--- src/rtl/acq_pkg.sv ---
// Shared types and default constants for the acquisition window controller.
package acq_pkg;

    typedef enum logic [1:0] {
        ST_IDLE    = 2'd0,
        ST_QUAL    = 2'd1,
        ST_WINDOW  = 2'd2,
        ST_HOLDOFF = 2'd3
    } acq_state_e;

    localparam int ACQ_CNT_W          = 19;
    localparam int ACQ_WAVENUM_W      = 16;
    localparam int ACQ_FILT_LEN       = 4;
    localparam int ACQ_HOLDOFF_LEN    = 16;
    // Window length used by the original fixed-length acquisition firmware.
    localparam int ACQ_LEGACY_WIN_LEN = 18041;

endpackage

--- src/rtl/acq_rx_sync.sv ---
// Two-flop synchroniser for the asynchronous UART_RX trigger line; idles high.
module acq_rx_sync (
    input  logic clk,
    input  logic rst,
    input  logic rx_async,
    output logic rx_sync
);

    logic [1:0] sync_reg;

    always_ff @(posedge clk) begin
        if (rst) begin
            sync_reg <= 2'b11;
        end else begin
            sync_reg <= {sync_reg[0], rx_async};
        end
    end

    assign rx_sync = sync_reg[1];

endmodule

--- src/rtl/acquire_window_ctrl.sv ---
// Acquisition window controller: a filtered low level on UART_RX opens a fixed-length
// active-low acquire window followed by a hold-off. Optional ACQ_MISSED_CNT_EN adds missed_cnt.
module acquire_window_ctrl
    import acq_pkg::*;
#(
    parameter int CNT_W       = ACQ_CNT_W,
    parameter int WAVENUM_W   = ACQ_WAVENUM_W,
    parameter int FILT_LEN    = ACQ_FILT_LEN,
    parameter int HOLDOFF_LEN = ACQ_HOLDOFF_LEN
) (
    input  logic                 clk,
    input  logic                 rst,
    input  logic                 UART_RX,
    input  logic [WAVENUM_W-1:0] wavenum,
    input  logic [CNT_W-1:0]     win_len,
    input  logic                 free_run,
    output logic                 acquire,
    output logic                 busy,
    output logic                 done,
    output logic [CNT_W-1:0]     counter,
    output logic [WAVENUM_W-1:0] lastwavenum
`ifdef ACQ_MISSED_CNT_EN
    ,
    output logic [15:0]          missed_cnt
`endif
);

    localparam logic [7:0]       FILT_MAX = 8'(FILT_LEN);
    localparam logic [CNT_W-1:0] HOLD_MAX = CNT_W'(HOLDOFF_LEN - 1);

    logic                 rx_s;
    acq_state_e           state_reg, state_next;
    logic [CNT_W-1:0]     counter_reg, counter_next;
    logic [CNT_W-1:0]     shadow_len_reg, shadow_len_next;
    logic [7:0]           qual_cnt_reg, qual_cnt_next;
    logic [WAVENUM_W-1:0] lastwavenum_reg, lastwavenum_next;
    logic                 acquire_reg;
    logic                 last_cycle;

    acq_rx_sync u_rx_sync (
        .clk      (clk),
        .rst      (rst),
        .rx_async (UART_RX),
        .rx_sync  (rx_s)
    );

    // Shadow length is never zero, so this subtraction cannot underflow.
    assign last_cycle = (counter_reg == shadow_len_reg - CNT_W'(1));

    always_ff @(posedge clk) begin
        if (rst) begin
            state_reg       <= ST_IDLE;
            counter_reg     <= '0;
            shadow_len_reg  <= CNT_W'(1);
            qual_cnt_reg    <= '0;
            lastwavenum_reg <= '0;
            acquire_reg     <= 1'b1;
        end else begin
            state_reg       <= state_next;
            counter_reg     <= counter_next;
            shadow_len_reg  <= shadow_len_next;
            qual_cnt_reg    <= qual_cnt_next;
            lastwavenum_reg <= lastwavenum_next;
            acquire_reg     <= (state_next != ST_WINDOW);
        end
    end

    always_comb begin
        state_next       = state_reg;
        counter_next     = counter_reg;
        shadow_len_next  = shadow_len_reg;
        qual_cnt_next    = qual_cnt_reg;
        lastwavenum_next = lastwavenum_reg;
        case (state_reg)
            ST_IDLE: begin
                counter_next  = '0;
                qual_cnt_next = '0;
                if (!rx_s && (free_run || (wavenum != lastwavenum_reg))) begin
                    state_next    = ST_QUAL;
                    qual_cnt_next = 8'd1;
                end
            end
            ST_QUAL: begin
                counter_next = '0;
                if (qual_cnt_reg >= FILT_MAX) begin
                    state_next      = ST_WINDOW;
                    qual_cnt_next   = '0;
                    shadow_len_next = (win_len == '0) ? CNT_W'(1) : win_len;
                end else if (!rx_s) begin
                    qual_cnt_next = qual_cnt_reg + 8'd1;
                end else begin
                    state_next    = ST_IDLE;
                    qual_cnt_next = '0;
                end
            end
            ST_WINDOW: begin
                if (last_cycle) begin
                    state_next       = ST_HOLDOFF;
                    counter_next     = '0;
                    lastwavenum_next = wavenum;
                end else begin
                    counter_next = counter_reg + CNT_W'(1);
                end
            end
            ST_HOLDOFF: begin
                // Saturate, then wait for the line to idle so a held-low RX never retriggers.
                if (counter_reg == HOLD_MAX) begin
                    if (rx_s) begin
                        state_next   = ST_IDLE;
                        counter_next = '0;
                    end
                end else begin
                    counter_next = counter_reg + CNT_W'(1);
                end
            end
            default: begin
                state_next   = ST_IDLE;
                counter_next = '0;
            end
        endcase
    end

    always_comb begin
        busy        = (state_reg != ST_IDLE);
        done        = (state_reg == ST_WINDOW) && last_cycle;
        acquire     = acquire_reg;
        counter     = counter_reg;
        lastwavenum = lastwavenum_reg;
    end

`ifdef ACQ_MISSED_CNT_EN
    logic        rx_s_d_reg;
    logic [15:0] missed_cnt_reg;
    logic        rx_fall;
    logic        ignored;

    assign rx_fall = rx_s_d_reg & ~rx_s;
    assign ignored = busy || ((state_reg == ST_IDLE) && !free_run && (wavenum == lastwavenum_reg));

    always_ff @(posedge clk) begin
        if (rst) begin
            rx_s_d_reg     <= 1'b1;
            missed_cnt_reg <= '0;
        end else begin
            rx_s_d_reg <= rx_s;
            if (rx_fall && ignored && (missed_cnt_reg != 16'hFFFF)) begin
                missed_cnt_reg <= missed_cnt_reg + 16'd1;
            end
        end
    end

    assign missed_cnt = missed_cnt_reg;
`endif

endmodule
--- config.mk ---
export PLATFORM = sky130hd
export DESIGN_NAME = acquire_window_ctrl
export DESIGN_NICKNAME = d
export VERILOG_FILES = /design/src/rtl/acq_pkg.sv /design/src/rtl/acq_rx_sync.sv /design/src/rtl/acquire_window_ctrl.sv
export SDC_FILE = /design/constraint.sdc
export NUM_CORES = 1
export LEC_CHECK = 0
export CORE_MARGIN = 2
export CORE_UTILIZATION = 38
export DETAILED_ROUTE_END_ITERATION = 10
export PLACE_DENSITY = 0.64
export SLEW_MARGIN = 5
export SYNTH_ARGS = -nofsm -noshare
export SYNTH_HDL_FRONTEND = slang
export SYNTH_HIERARCHICAL = 1
export SYNTH_SLANG_ARGS = --single-unit
--- constraint.sdc ---
create_clock -name clk -period 3.05 [get_ports clk]
set_input_delay 0.305 -clock clk [delete_from_list [all_inputs] [get_ports clk]]
set_output_delay 0.305 -clock clk [all_outputs]
set_load 0.1 [all_outputs]
==> results_dict.tcl <==
set metrics [dict create \
    power_mw 1.682 \
    end_kind "output pin" \
    cts_made_buffers 9 \
    grt.total_usage_pct 19.95 \
    area_delta_synth_final_pct 32.50 \
    core_area_mm2 0.009240 \
    syn_area_mm2 0.003615 \
    power.switching_mw 0.3827 \
    grt-ovfl-total 0 \
    cp_common_cell "or4b_4" \
    cts_hold_buffers 0 \
    power.density_mw_per_mm2 351.2 \
    status "finished, violations left" \
    drv_slew 0 \
    path_cells "inv_2 -> ha_4 -> or4b_4 -> or4b_4 -> a211oi_2 -> nor3_1 -> or4b_4 -> nor2_4 -> buf_12" \
    cts_tree "built" \
    synth_ff_type "dfxtp_1" \
    via_per_inst 5.243 \
    drt_iter0_markers 73 \
    grt_pass1_wl_mm 16.23 \
    cts.sinks 67 \
    grt_max_degree 43 \
    io-pin-count 77 \
    port_buffers 76 \
    post_drt_wl_per_cell_um 14.90 \
    cpMaxStageDelayCell "or4b_4" \
    most-common-layout-cells "dfxtp_1 (62), nor2_1 (60), clkdlybuf4s50_1 (52)" \
    num_vias 3403 \
    clkTransAtPathRegs_ps 70 \
    antenna_found_initial 0 \
    place_congestion 0.8159 \
    rows 35 \
    nets 559 \
    arrival_ps 3020 \
    synthArstFlopShare_pct 0 \
    ys_seq_area_share_pct 37.11 \
    hold_violations 0 \
    period_minus_slack_ps 3326 \
    routed_wl_mm 9.667 \
    syn_nets 475 \
    yosysUniqueCellTypes 49 \
    crit_required_ps 2740 \
    cts_root_buffer "clkbuf_8" \
    netlist_instances 432 \
    holdCritPathClass "flip-flop to flip-flop" \
    path_max_fanout 3 \
    synth_seq_cells 67 \
    clockPowerShare_pct 42.0 \
    synth-edff-count 0 \
    setup_viol 1 \
    htree_levels 3 \
    antenna_cells 0 \
    slew_headroom_pct 24.50 \
    grtUsageMet2_pct 33.91 \
    path_class "flip-flop to output pin" \
    seqPwrFrac_pct 52.2 \
    rsz0062_at_grt "yes" \
    dr.pass1.iters 4 \
    finalWorstSetupSlack_ps -276.0 \
    ir_drop_mv 0.2170 \
    finalCritPeriodShare_pct 109.0 \
    startpoint_type "flip-flop" \
    final_antenna_net_count 0 \
    die_y_um 101.5 \
    power.leakage_nw 1.720 \
    holdWs_ps 418.8 \
    tightest_slew_ps 1132 \
    grt_use_met1_pct 25.06 \
    grt_pass1_vias 3327 \
    clk_path_buf_depth 2 \
    die_w_um 101.5 \
    drc 0 \
    switching_share_pct 22.75 \
    maxCapViolations 0 \
    fmax_ghz 0.3007 \
    final_common_cell "dfxtp_1" \
    grt_util_met3_pct 5.245 \
    syn_area_per_cell_um2 8.367 \
    failed_checks "setup timing" \
    clk-insertion-delay-late_ps 350 \
    yosysWarningCount 6 \
    drive_gt1_share_pct 15.77 \
    cp_slowest_stage_delay_ps 550 \
    busiest_layer "met2" \
    die_area_mm2 0.01031 \
    p_int_mw 1.299 \
    p_comb_share_pct 5.8 \
    pre_cts_slack_ps -21.41 \
    dp_hpwl_mm 7.184 \
    start_util_pct 39.12 \
    finClkSkew_ps 9.800 \
]
==> per-stage QoR <==
step / TNS (ps) / instance area (µm²) / utilization, % / instances
floorplan: -290.4 / 3666 / - / 432
global placement: 0 / 4594 / 49.72 / 634
detailed placement: -21.41 / 4594 / 49.72 / 634
CTS: -306.4 / 4783 / 51.77 / 649
global route: -498.2 / 4790 / 51.83 / 649
finish: -276.0 / 4790 / 51.83 / 649
==> critical path, delay by kind of cell (launching register included) <==
family | cells | cell delay (ps)
AND/OR/NAND/NOR | 5 | 1790
flip-flops | 1 | 320
buffers and inverters | 2 | 250
AO/OA/AOI/OAI | 1 | 190
adder cells (fa/ha/maj) | 1 | 120
==> synthesized netlist by cell type (2+ instances only) <==
master / number / share of area, %
buf_6: 2 / 0.62
buf_2: 4 / 0.55
a21oi_1: 24 / 3.3
nand3_1: 16 / 2.2
or4b_1: 2 / 0.55
o31a_1: 2 / 0.48
dfxtp_1: 67 / 37
nor4_1: 15 / 2.6
mux2i_1: 20 / 5.5
or4_1: 4 / 0.83
and3_1: 6 / 1.0
nor2_1: 61 / 6.3
inv_1: 8 / 0.83
nor4b_1: 2 / 0.48
xor2_1: 24 / 5.8
a211oi_1: 3 / 0.62
or3_1: 2 / 0.35
o22ai_1: 2 / 0.35
nor3_1: 11 / 1.5
xnor2_1: 34 / 8.2
nand2_1: 20 / 2.1
buf_1: 4 / 0.42
nand2b_1: 6 / 1.0
and2_1: 3 / 0.52
o21ai_1: 4 / 0.55
or2_1: 2 / 0.35
o211ai_1: 2 / 0.42
nand4_1: 29 / 5.0
o21ai_0: 14 / 1.9
ha_1: 4 / 1.4
clkbuf_1: 17 / 1.8
==> timing repair <==
item / 4_1_cts / 5_1_grt
endpoints found under the setup margin: 4 / 15
gates resized for setup: 2 / 4
setup buffers: 0 / 0
pin swaps: 0 / 0
==> cell type report <==
cell class,count,area (µm²)
Sequential cell,67,1350
Fill cell,909,4451
Clock buffer,9,123.9
Clock inverter,6,57.56
Tap cell,129,161.4
Timing Repair Buffer,100,905.9
Multi-Input combinational cell,330,2161
Inverter,8,30.03
==> worst paths after layout <==
path | startpoint | end | slack [ps] | cells past startpoint
min reg2reg | u_rx_sync/sync_reg[0] | u_rx_sync/sync_reg[1] | 420 | 1
max reg2reg | shadow_len_reg[1] | lastwavenum[2] | 90 | 10
min | u_rx_sync/sync_reg[0] | u_rx_sync/sync_reg[1] | 420 | 1
max | shadow_len_reg[1] | done | -280 | 9
==> logic make-up (layout without fill, tap and decap cells) <==
| logic type | after synthesis | count (layout) | synth area share (%) |
|---|---|---|---|
| simple gates | 186 | 186 | 26.83 |
| compound gates | 61 | 61 | 10.28 |
| buf+inv | 35 | 123 | 4.188 |
| xor+xnor | 59 | 59 | 14.68 |
| flops | 67 | 67 | 37.11 |
| mux | 20 | 20 | 5.538 |
| fa+ha+maj | 4 | 4 | 1.385 |
==> routing by layer <==
| metal | up-vias | part of all wire [%] |
|---|---|---|
| li1 | 1696 | - |
| met2 | 93 | 48 |
| met4 | 0 | 0.99 |
| met5 | - | 0 |
| met1 | 1604 | 46 |
| met3 | 10 | 4.9 |
==> power groups by stage <==
stage	registers (mW)	logic, mW	clock network [mW]
after floorplan	0.897	0.0328	0
after global placement	0.897	0.0971	0
after detailed placement	0.897	0.0974	0
after CTS	0.877	0.0982	0.723
after global routing	0.877	0.105	0.761
final	0.877	0.0979	0.707
Power figures use the tool's default switching activity.
